File: src/rtl/rr_stream_mux_pkg.sv
// Shared types for rr_stream_mux: stage state, mode encodings, parameter limits.
// Also holds the index-wrap helper used by the arbiter and the pointer update.
package rr_stream_mux_pkg;

  typedef enum logic {
    EMPTY = 1'b0,
    FULL  = 1'b1
  } stage_e;

  localparam logic MODE_SEL = 1'b0;
  localparam logic MODE_RR  = 1'b1;

  localparam int NUM_CH_MIN = 2;
  localparam int NUM_CH_MAX = 16;
  localparam int WIDTH_MIN  = 1;
  localparam int WIDTH_MAX  = 64;

  // Operands never exceed 2*n-1, so one conditional subtract is enough.
  function automatic int wrap_idx(input int v, input int n);
    return (v >= n) ? (v - n) : v;
  endfunction

endpackage

File: src/rtl/rr_stream_mux_arbiter.sv
// rr_arbiter: combinational round-robin search, first request at or after i_ptr, wrapping.
// Zero latency; o_any low and o_gnt zero when no request is present.
module rr_arbiter
  import rr_stream_mux_pkg::*;
#(
  parameter int NUM_CH = 4,
  parameter int SELW   = $clog2(NUM_CH)
) (
  input  logic [NUM_CH-1:0] i_req,
  input  logic [SELW-1:0]   i_ptr,
  output logic [NUM_CH-1:0] o_gnt,
  output logic [SELW-1:0]   o_idx,
  output logic              o_any
);

  int            w_pos;
  logic [SELW-1:0] w_c;

  always_comb begin
    o_gnt = '0;
    o_idx = '0;
    o_any = 1'b0;
    w_pos = 0;
    w_c   = '0;
    for (int i = 0; i < NUM_CH; i++) begin
      w_pos = wrap_idx(int'(i_ptr) + i, NUM_CH);
      w_c   = w_pos[SELW-1:0];
      if (!o_any && i_req[w_c]) begin
        o_any      = 1'b1;
        o_idx      = w_c;
        o_gnt[w_c] = 1'b1;
      end
    end
  end

endmodule

File: src/rtl/rr_stream_mux.sv
// N:1 stream mux (fixed select or round-robin) into a one-entry output register; 1-cycle latency,
// drains and refills in the same cycle; optional packet lock under RR_MUX_PKT_LOCK_EN.
module rr_stream_mux
  import rr_stream_mux_pkg::*;
#(
  parameter  int NUM_CH = 4,
  parameter  int WIDTH  = 8,
  localparam int SELW   = $clog2(NUM_CH)
) (
  input  logic                         clk,
  input  logic                         rst_n,
  input  logic                         mode,
  input  logic [SELW-1:0]              sel,
  input  logic [NUM_CH-1:0]            in_valid,
  input  logic [NUM_CH-1:0][WIDTH-1:0] in_data,
  output logic [NUM_CH-1:0]            in_ready,
  output logic                         out_valid,
  output logic [WIDTH-1:0]             out_data,
  output logic [SELW-1:0]              out_ch,
  input  logic                         out_ready
`ifdef RR_MUX_PKT_LOCK_EN
  ,
  input  logic [NUM_CH-1:0]            in_last,
  output logic                         out_last
`endif
);

  stage_e            r_state;
  stage_e            w_state_nxt;
  logic [WIDTH-1:0]  r_data;
  logic [SELW-1:0]   r_ch;
  logic [SELW-1:0]   r_ptr;
  logic [SELW-1:0]   w_rr_idx;
  logic [SELW-1:0]   w_gnt_idx;
  logic [NUM_CH-1:0] w_rr_gnt;
  logic [NUM_CH-1:0] w_gnt_oh;
  logic              w_rr_any;
  logic              w_load_ok;
  logic              w_take;

`ifdef RR_MUX_PKT_LOCK_EN
  logic              r_locked;
  logic [SELW-1:0]   r_lock_ch;
  logic              r_last;
`endif

  rr_arbiter #(
    .NUM_CH (NUM_CH),
    .SELW   (SELW)
  ) u_arb (
    .i_req  (in_valid),
    .i_ptr  (r_ptr),
    .o_gnt  (w_rr_gnt),
    .o_idx  (w_rr_idx),
    .o_any  (w_rr_any)
  );

  // An open packet owns the grant until its last beat transfers.
  always_comb begin
    w_gnt_oh  = '0;
    w_gnt_idx = '0;
`ifdef RR_MUX_PKT_LOCK_EN
    if (r_locked) begin
      w_gnt_oh[r_lock_ch] = 1'b1;
      w_gnt_idx           = r_lock_ch;
    end else
`endif
    if (mode == MODE_RR) begin
      if (w_rr_any) begin
        w_gnt_oh  = w_rr_gnt;
        w_gnt_idx = w_rr_idx;
      end
    end else if (int'(sel) < NUM_CH) begin
      w_gnt_oh[sel] = 1'b1;
      w_gnt_idx     = sel;
    end
  end

  assign w_load_ok = (r_state == EMPTY) || out_ready;
  assign in_ready  = (rst_n && w_load_ok) ? (w_gnt_oh & in_valid) : '0;
  assign w_take    = |in_ready;

  always_ff @(posedge clk or negedge rst_n) begin
    if (!rst_n) r_state <= EMPTY;
    else        r_state <= w_state_nxt;
  end

  always_comb begin
    w_state_nxt = r_state;
    if (w_take)         w_state_nxt = FULL;
    else if (out_ready) w_state_nxt = EMPTY;
  end

  always_comb begin
    out_valid = (r_state == FULL);
  end

  always_ff @(posedge clk or negedge rst_n) begin
    if (!rst_n) begin
      r_data <= '0;
      r_ch   <= '0;
      r_ptr  <= '0;
    end else if (w_take) begin
      r_data <= in_data[w_gnt_idx];
      r_ch   <= w_gnt_idx;
      if (mode == MODE_RR) r_ptr <= SELW'(wrap_idx(int'(w_gnt_idx) + 1, NUM_CH));
    end
  end

  assign out_data = r_data;
  assign out_ch   = r_ch;

`ifdef RR_MUX_PKT_LOCK_EN
  always_ff @(posedge clk or negedge rst_n) begin
    if (!rst_n) begin
      r_locked  <= 1'b0;
      r_lock_ch <= '0;
      r_last    <= 1'b0;
    end else if (w_take) begin
      r_locked  <= !in_last[w_gnt_idx];
      r_lock_ch <= w_gnt_idx;
      r_last    <= in_last[w_gnt_idx];
    end
  end

  assign out_last = r_last;
`endif

endmodule

File: config.mk
export PLATFORM = sky130hd
export DESIGN_NAME = rr_stream_mux
export DESIGN_NICKNAME = d
export VERILOG_FILES = /design/src/rtl/rr_stream_mux_pkg.sv /design/src/rtl/rr_stream_mux_arbiter.sv /design/src/rtl/rr_stream_mux.sv
export SDC_FILE = /design/constraint.sdc
export NUM_CORES = 1
export LEC_CHECK = 0
export CAP_MARGIN = 20
export CORE_ASPECT_RATIO = 0.8
export CORE_MARGIN = 4
export CORE_UTILIZATION = 39
export DETAILED_ROUTE_END_ITERATION = 10
export PLACE_DENSITY = 0.77
export SLEW_MARGIN = 30
export SYNTH_ARGS = -nofsm -noshare
export SYNTH_HDL_FRONTEND = slang
export SYNTH_SLANG_ARGS = --single-unit
File: constraint.sdc
create_clock -name clk -period 3.7 [get_ports clk]
set_clock_uncertainty 0.15 [all_clocks]
set_input_delay 0.37 -clock clk [delete_from_list [all_inputs] [get_ports clk]]
set_output_delay 0.37 -clock clk [all_outputs]
set_load 0.1 [all_outputs]
---- Word-level counts from Yosys, hierarchy flattened ----
Cells that the tools add are included.
storage, ports and cells
  flip-flop bits (word level) ............. 13
  output and inout bits ................... 15
  input port bits ......................... 42
cells by class
  multiplexer cells ....................... 44
  bitwise logic cells ..................... 5
  $add $sub $neg .......................... 9
  order comparisons ....................... 16
  reductions and logical operators ........ 16
operators with widths
  kind                                                                number
  two-way mux 4 bit                                                   7
  two-way mux 2 bit                                                   11
  less-than comparator 2 x 3 -> 1 bit (second input constant)         6
  binary-select mux 8 bit (select 2 bit)                              1
  two-way mux 1 bit                                                   15
  greater-or-equal comparator 3 bit (second input constant)           4
  OR 4 bit                                                            3
  demux 1 bit (select 2 bit)                                          5
  greater-or-equal comparator 2 x 1 -> 1 bit (second input constant)  5
  subtractor 2 x 1 -> 2 bit (second input constant)                   5
  logical AND 1 bit                                                   9
  binary-select mux 1 bit (select 2 bit)                              4
  two-way mux 8 bit                                                   1
  adder 2 x 1 -> 3 bit (second input constant)                        2
  adder 2 x 2 -> 3 bit (second input constant)                        2
  AND 4 bit                                                           1
  OR reduction 4 bit                                                  1
  greater-or-equal comparator 2 x 3 -> 1 bit (second input constant)  1
  logical NOT 1 bit                                                   3
  AND reduction 2 bit                                                 1
  nonzero test 2 bit                                                  1
  logical OR 1 bit                                                    1
  inverter 1 bit                                                      1

---- Logic depth before layout (Yosys ltp) ----
Gate-level depths: netlist of the first run.
  depth in word-level cells ............... 20
  mapped depth ............................ 13

---- Hierarchy ----
Synthesis of the first run repeated with hierarchy kept, for this count alone.
second synthesis, totals
  cells, all modules ...................... 130
  area, all modules ....................... 1,362.6 µm²
by module, submodules not included
  module         times used  area each (µm²)  cells an instance
  rr_stream_mux  1           940.9            85
  rr_arbiter     1           421.7            45

---- Worst setup path before layout of the first run ----
OpenSTA, ideal clock, no wires.
  path type ............................... reg-to-reg
  from .................................... register r_ptr[0]
  to ...................................... register r_ch[0], in the netlist out_ch[0]
  cell stages (with the launch flop) ...... 13
  path slack .............................. -1.049 ns
  arrival time ............................ 4.472 ns
  clock period less this slack ............ 4.749 ns
  cell sequence ........................... dfrtp_1 buf_6 clkbuf_1 inv_2 ha_1 mux4_2 buf_6 nor3_2 a22oi_1 o21ai_1 or4_4 buf_6 mux2_4
between the ends
  word-level cells in the longest chain between the ends .. 19
  elaborated cells on any way between the ends .. 71
  those cells by class .................... add/sub: 7; order compare: 12; mux: 37; bitwise: 4; reduce/logical: 11
RTL lines
  what                                                           line                  RTL
  from (decl)                                                    rr_stream_mux.sv:32   logic [SELW-1:0] r_ptr;
  from (signal assigned)                                         rr_stream_mux.sv:106  if (mode == MODE_RR) r_ptr <= SELW'(wrap_idx(int'(w_gnt_idx) + 1, NUM_CH));
  branches (longest 14 deep; another with adder 2 x 1 -> 3 bit)  n/a
  two-way mux 4 bit *                                            rr_stream_mux.sv:69   if (w_rr_any) begin
  two-way mux 4 bit *                                            rr_stream_mux.sv:68   if (mode == MODE_RR) begin
  AND 4 bit *                                                    rr_stream_mux.sv:80   assign in_ready = (rst_n && w_load_ok) ? (w_gnt_oh & in_valid) : '0;
  two-way mux 4 bit *                                            rr_stream_mux.sv:80
  named net in_ready[1]                                          rr_stream_mux.sv:16   output logic [NUM_CH-1:0] in_ready,
  OR reduction 4 bit *                                           rr_stream_mux.sv:81   assign w_take = |in_ready;
  to (signal assigned)                                           rr_stream_mux.sv:105  r_ch <= w_gnt_idx;
  to (decl)                                                      rr_stream_mux.sv:31   logic [SELW-1:0] r_ch;
Mark *: on every way through the listed nets, which the timed path passes. The select of a mux whose other input is x is not followed.
A chain may end at the register's enable or synchronous reset.

---- Worst setup path after layout of the first run ----
  from .................................... input port in_valid[2]
  to ...................................... register r_data[5], in the netlist out_data[5]
between the ends
  word-level cells in the longest chain between the ends .. 17
  elaborated cells on any way between the ends .. 38
  those cells by class .................... mux: 27; bitwise: 4; reduce/logical: 7
RTL lines
  what                                                           line                         RTL
  from (decl)                                                    rr_stream_mux.sv:14          input logic [NUM_CH-1:0] in_valid,
  binary-select mux 1 bit (select 2 bit)                         rr_stream_mux_arbiter.sv:28  if (!o_any && i_req[w_c]) begin
  two-way mux 1 bit (not written as such)                        rr_stream_mux_arbiter.sv:28
  two-way mux 1 bit                                              rr_stream_mux_arbiter.sv:28
  logical NOT 1 bit                                              rr_stream_mux_arbiter.sv:28
  logical AND 1 bit                                              rr_stream_mux_arbiter.sv:28
  two-way mux 1 bit                                              rr_stream_mux_arbiter.sv:28
  logical NOT 1 bit                                              rr_stream_mux_arbiter.sv:28
  logical AND 1 bit                                              rr_stream_mux_arbiter.sv:28
  two-way mux 1 bit                                              rr_stream_mux_arbiter.sv:28
  logical NOT 1 bit                                              rr_stream_mux_arbiter.sv:28
  logical AND 1 bit                                              rr_stream_mux_arbiter.sv:28
  two-way mux 4 bit / two-way mux 1 bit (equally long branches)  rr_stream_mux_arbiter.sv:28
  two-way mux 4 bit                                              rr_stream_mux.sv:69
  two-way mux 4 bit                                              rr_stream_mux.sv:68
  AND 4 bit                                                      rr_stream_mux.sv:80
  two-way mux 4 bit                                              rr_stream_mux.sv:80
  OR reduction 4 bit                                             rr_stream_mux.sv:81
  to (signal assigned)                                           rr_stream_mux.sv:104         r_data <= in_data[w_gnt_idx];
  to (decl)                                                      rr_stream_mux.sv:30          logic [WIDTH-1:0] r_data;
Several ways; a longest one is shown, not always the timed one. The select of a mux whose other input is x is not followed.

==> flow_metrics.env, run 1 <==
export IMPL_run_status="finished, final reports clean"
export IMPL_crit_fanout=12
export IMPL_synth_top_cell_area_share_pct=23.6
export IMPL_drt_iter0_markers=154
export IMPL_yosys_warnings=0
export IMPL_synthMostInstantiatedCell="dfrtp_1"
export IMPL_fin_cells=224
export IMPL_path_clk_slew_ns=0.05
export IMPL_yosysUniqueCellTypes=41
export IMPL_dieArea_um2=4560
export IMPL_via_count=1258
export IMPL_routedWlPerCell_um=17.8
export IMPL_timing_rr_end="out_data[5]"
export IMPL_r2r_start="r_ptr[1]"
export IMPL_vdd_drop_max_uv=405
export IMPL_rsz0062_at_grt="no"
export IMPL_synth_fp_nets=172
export IMPL_yosys_area_top_type="dfrtp_1"
export IMPL_ff2ff_setup_slack_ns=0.39
export IMPL_port_buffers=56
export IMPL_grt_pass1_vias=1159
export IMPL_finalNetCount=233
export IMPL_grt_pass1_wl_mm=6.10
export IMPL_synth_area_top_cells="dfrtp_1 24%, mux4_2 20%, mux2_4 8.7%"
export IMPL_clk_latency_ns=0.24
export IMPL_synth_edff_count=0
export IMPL_crit_path_start_kind="input pin"
export IMPL_drtPass1Iterations=4
export IMPL_ant_nets=0
export IMPL_grt_max_degree=18
export IMPL_synth_main_ff_cell="dfrtp_1"
export IMPL_worstSetupPathType="in2reg"
export IMPL_cp_required_ns=3.67
export IMPL_synth_cells=122
export IMPL_period_share_pct=90.8
export IMPL_total_power_w=0.00203
export IMPL_grt_use_total_pct=17.7
export IMPL_cts_inserted_buffers=3
export IMPL_synth_seq_cells=13
export IMPL_end_kind="flop"
export IMPL_row_count=19
export IMPL_dpl_hpwl_mm=3.25
export IMPL_syn_area_um2=1380
export IMPL_clockBufferDepth=2
export IMPL_min_period_ns=3.36
export IMPL_grt_overflow=0
export IMPL_htree_levels=1
export IMPL_wl_mm=3.98
export IMPL_slew_violations=0
export IMPL_layout_setup_ws_ns=0.342
export IMPL_cap_violations=0
export IMPL_setup_tns_ns=0
export IMPL_core_um2=3420
export IMPL_cts_hold_buf=0
export IMPL_place_ws_ns=0.108
export IMPL_postCtsSetupBuffers=0
export IMPL_rr_worst_depth=8
export IMPL_antenna_found_initial=0
export IMPL_areaGrowthSynthToFinish_pct=55.6
export IMPL_cts_tree="done"
export IMPL_avgViaCountPerCell=5.62
export IMPL_die_h_um=61.2
export IMPL_hp_class="in2async"
export IMPL_cts_sinks=13
export IMPL_power_density_nw_per_um2=946
export IMPL_finalHoldViolCount=0
export IMPL_cp_data_arrival_time_ns=3.33
export IMPL_ctsResizeCount=0
export IMPL_async_flop_share_pct=100
export IMPL_gp_congestion=0.952
export IMPL_relSlewSlack_pct=32.7
export IMPL_initial_core_util_pct=40.4
export IMPL_drc=0
export IMPL_place_inst=220
export IMPL_post_route_cells_drive_above_1_share_pct=28.6
export IMPL_max_freq_mhz=298
export IMPL_diodes=0
export IMPL_ys_top_cells_by_count="13 x dfrtp_1, 12 x mux4_2, 9 x nand2_1"
export IMPL_clock_root_buffer="clkbuf_8"
export IMPL_dieWidth_um=74.5
export IMPL_p_leak_nw=0.855
export IMPL_syn_avg_cell_area_um2=11.3
export IMPL_fillCellCount=281
export IMPL_worst_slew_pin_slew_ns=1.01
export IMPL_seq_area_frac_synth_pct=23.6
export IMPL_setup_viol=0
export IMPL_ioPinCount=57
worst max-delay path: stages:
cell	delay (ns)
clkdlybuf4s50_1	0.57
mux4_2	0.69
a221o_1	0.40
a22oi_2	0.21
o21ai_4	0.08
or4_4	0.64
mux2_1	0.36
logic make-up (layout without fill, tap and decap cells):
kind of cell | count (synthesis) | count (layout) | synth area share, %
simple gates | 37 | 37 | 15.1
compound gates | 25 | 25 | 15.6
mux | 25 | 25 | 32.2
fa+ha+maj | 8 | 8 | 7.25
xor+xnor | 1 | 1 | 0.634
flops | 13 | 13 | 23.6
buf+inv | 13 | 73 | 5.71
routing by layer:
metal  part of all wire (%)  global-route usage (%)
met1                     43                    24.7
met2                     53                    29.7
met3                    4.5                    3.59
met4                      0                    1.52
met5                      0                       0
flip-flops by register name, summed over array words and instances, names as in the netlist:
signal	flops
out_data	8
out_ch	2
r_ptr	2
out_valid	1
area by class of cell:
class	instances	area (um^2)	area share [%]
multi-input combinational	96	1030	48.0
timing repair buffer	65	681	31.7
sequential	13	325	15.1
tap	42	52.6	2.44
clock buffer	4	45.0	2.10
inverter	4	15.0	0.698
placed cells by master, fill, tap and decap left out, drive strengths merged:
cell | synthesis | routed
inv | 4 | 4
o211ai | 1 | 1
a221o | 4 | 4
a311oi | 1 | 1
nor3b | 1 | 1
nor4b | 1 | 1
nand2b | 8 | 8
nor4 | 1 | 1
nand2 | 9 | 9
clkdlybuf4s50 | 0 | 52
buf | 6 | 13
nor2b | 1 | 1
a22oi | 4 | 4
xnor2 | 1 | 1
ha | 8 | 8
a211oi | 1 | 1
a21boi | 1 | 1
mux2 | 11 | 11
o41ai | 2 | 2
clkbuf | 3 | 4
mux4 | 12 | 12
nand3b | 2 | 2
o21ai | 7 | 7
o22ai | 1 | 1
a31oi | 1 | 1
or4 | 1 | 1
dfrtp | 13 | 13
nor3 | 4 | 4
mux2i | 2 | 2
nor2 | 6 | 6
a21oi | 2 | 2
nand3 | 3 | 3
where the power goes:
| group | switching, W | total (W) | internal (W) | leakage (nW) |
|---|---|---|---|---|
| sequential | 0.0000424 | 0.000260 | 0.000217 | 0.150 |
| clock | 0.0000495 | 0.000126 | 0.0000760 | 0.0228 |
| combinational | 0.00102 | 0.00165 | 0.000628 | 0.682 |
| total | 0.00111 | 0.00203 | 0.000921 | 0.855 |
worst max path at each step:
stage | start | end | slack (ns) | cells past startpoint
after global routing | in_valid[2] | out_data[5] | 0.25 | 7
after CTS | in_valid[2] | out_data[5] | 0.36 | 7
final | in_valid[2] | out_data[5] | 0.34 | 7
after floorplan | r_ptr[0] | out_ch[0] | 0.01 | 12
after global placement | in_valid[2] | out_data[4] | 0.20 | 7
after detailed placement | in_valid[2] | out_data[5] | 0.11 | 7
stage by stage:
step | utilization, % | area [um^2] | hold WS, ns
global route | 62.8 | 2150 | 0.301
floorplan | - | 1440 | -0.0756
detailed placement | 61.5 | 2100 | 0.338
CTS | 62.8 | 2150 | 0.279
global placement | 61.5 | 2100 | 0.317
finish | 62.8 | 2150 | 0.281
No activity file was read; power rests on OpenSTA's default activity.
==> run 2: changes to the inputs <==
--- a/config.mk
+++ b/config.mk
@@ -8,9 +8,9 @@
 export CAP_MARGIN = 20
 export CORE_ASPECT_RATIO = 0.8
 export CORE_MARGIN = 4
-export CORE_UTILIZATION = 39
+export CORE_UTILIZATION = 43
 export DETAILED_ROUTE_END_ITERATION = 10
-export PLACE_DENSITY = 0.77
+export PLACE_DENSITY = 0.8
 export SLEW_MARGIN = 30
 export SYNTH_ARGS = -nofsm -noshare
 export SYNTH_HDL_FRONTEND = slang
==> constraint.sdc (replaced) <==
create_clock -name clk -period 4.1 [get_ports clk]
set_clock_uncertainty 0.15 [all_clocks]
set_input_delay 0.41 -clock clk [delete_from_list [all_inputs] [get_ports clk]]
set_output_delay 0.41 -clock clk [all_outputs]
set_load 0.1 [all_outputs]
==> flow_metrics.env, run 2 (synthesized netlist as in run 1, its figures left out) <==
export IMPL_run_status="finished, final reports clean"
export IMPL_p_leak_nw=0.810
export IMPL_port_buffers=56
export IMPL_crit_buf_inv=1
export IMPL_die_h_um=58.7
export IMPL_gp_congestion=0.858
export IMPL_dieArea_um2=4190
export IMPL_grt_pass1_wl_mm=5.93
export IMPL_wl_met1_mm=1.65
export IMPL_wl_met2_mm=2.00
export IMPL_avgViaCountPerCell=5.84
export IMPL_areaGrowthSynthToFinish_pct=47.0
export IMPL_ff2ff_setup_slack_ns=0.57
export IMPL_initial_core_util_pct=44.8
export IMPL_min_period_ns=3.53
export IMPL_grt_overflow=0
export IMPL_cts_sinks=13
export IMPL_cts_tree="done"
export IMPL_relSlewSlack_pct=33.4
export IMPL_finalHoldViolCount=0
export IMPL_crit_fanout=12
export IMPL_grt_pass1_vias=1196
export IMPL_grt_use_total_pct=18.1
export IMPL_worst_slew_pin_slew_ns=0.996
export IMPL_setup_viol=0
export IMPL_vdd_drop_max_uv=373
export IMPL_drc=0
export IMPL_multi_input_area_um2=1010
export IMPL_finalNetCount=228
export IMPL_timing_rr_end="out_data[5]"
export IMPL_p_sw_w=0.000985
export IMPL_ctsResizeCount=0
export IMPL_rr_worst_depth=8
export IMPL_ioPinCount=57
export IMPL_final_cell_mix="52 x clkdlybuf4s50_1, 13 x dfrtp_1, 12 x mux4_2"
export IMPL_final_common_cell="clkdlybuf4s50_1"
export IMPL_cpLargestDelayFamily="multiplexers"
export IMPL_worstSetupPathType="reg2reg"
export IMPL_clk_latency_ns=0.25
export IMPL_postCtsSetupBuffers=0
export IMPL_p_sw_share_pct=55.5
export IMPL_period_share_pct=86.1
export IMPL_cts_inserted_buffers=3
export IMPL_grt_max_degree=16
export IMPL_p_int_w=0.000789
export IMPL_max_stage_delay_ns=0.62
export IMPL_hp_class="in2async"
export IMPL_fillCellCount=226
export IMPL_clockBufferDepth=2
export IMPL_end_kind="flop"
export IMPL_via_count=1268
export IMPL_cts_hold_buf=0
export IMPL_cp_slowest_cell="or4_4"
export IMPL_core_um2=3090
export IMPL_cp_required_ns=4.08
export IMPL_r2r_start="r_ptr[0]"
export IMPL_path_clk_slew_ns=0.06
export IMPL_crit_chain="inv_2, ha_1, mux4_2, a221o_1, a22oi_1, o21ai_4, or4_4, mux2_1"
export IMPL_largest_reg_flops=8
export IMPL_seq_power_share_pct=13.7
export IMPL_post_route_cells_drive_above_1_share_pct=25.4
export IMPL_dieWidth_um=71.4
export IMPL_routed_top_layer="met4"
export IMPL_rsz0062_at_grt="no"
export IMPL_htree_levels=1
export IMPL_cp_data_arrival_time_ns=3.51
export IMPL_layout_setup_ws_ns=0.569
export IMPL_finalHoldWorstSlack_ns=0.316
export IMPL_setup_tns_ns=0
export IMPL_cap_violations=0
export IMPL_ant_nets=0
export IMPL_dr_wl_met3_um=206
export IMPL_diodes=0
export IMPL_antenna_found_initial=0
export IMPL_slew_violations=0
export IMPL_power_density_nw_per_um2=873
export IMPL_crit_path_start_kind="flop"
export IMPL_cp_depth=8
export IMPL_place_ws_ns=0.426
export IMPL_endpoint="out_data[5]"
export IMPL_routedWlPerCell_um=17.9
export IMPL_dpl_hpwl_mm=3.05
export IMPL_register_area_um2=325
export IMPL_wl_mm=3.89
export IMPL_p_comb_share_pct=79.8
export IMPL_drt_iter0_markers=62
export IMPL_crit_start="r_ptr[0]"
export IMPL_row_count=18
export IMPL_max_freq_mhz=283
export IMPL_drtPass1Iterations=4
export IMPL_clock_root_buffer="clkbuf_8"
export IMPL_pwr_share_clk_pct=6.5
## run 2: cell types whose count changed in the layout (fill, tap and decap cells not counted), sizes merged
cell / change
buf: -5
## run 2: final cells by class
type,count,share of cell area [%]
Clock buffer,4,2.22
Inverter,4,0.739
Multi-Input combinational cell,96,50.0
Sequential cell,13,16.0
Tap cell,40,2.46
Timing Repair Buffer,60,28.6
## run 2: power by group through the flow
stage | clock, W | combinational, W | sequential [W]
after detailed placement | 0 | 0.00141 | 0.000240
after CTS | 0.000118 | 0.00141 | 0.000241
after global routing | 0.000125 | 0.00148 | 0.000250
final | 0.000115 | 0.00142 | 0.000242
after floorplan | 0 | 0.000742 | 0.000641
after global placement | 0 | 0.00139 | 0.000237
## run 2: how the worst min path moves through the flow
| stage | start | end | slack [ns] |
|---|---|---|---|
| detailed placement | out_data[4] | out_data[4] | 0.34 |
| CTS | rst_n | out_data[7] | 0.32 |
| global route | rst_n | out_data[7] | 0.33 |
| global placement | out_data[4] | out_data[4] | 0.32 |
| floorplan | rst_n | out_ch[0] | -0.04 |
| finish | rst_n | out_data[7] | 0.32 |
## run 2: through the flow
step	instances	total power [W]	utilization, %	area (um^2)
global placement	213	0.00162	64.4	1990
global route	217	0.00185	65.8	2030
CTS	217	0.00177	65.8	2030
floorplan	122	0.00138	-	1420
finish	217	0.00177	65.8	2030
detailed placement	213	0.00165	64.4	1990
## run 2: per-layer routing
metal,vias up,track usage [%]
li1,583,-
met1,626,24.7
met2,53,30.5
met3,6,4.10
met4,0,2.41
met5,-,0
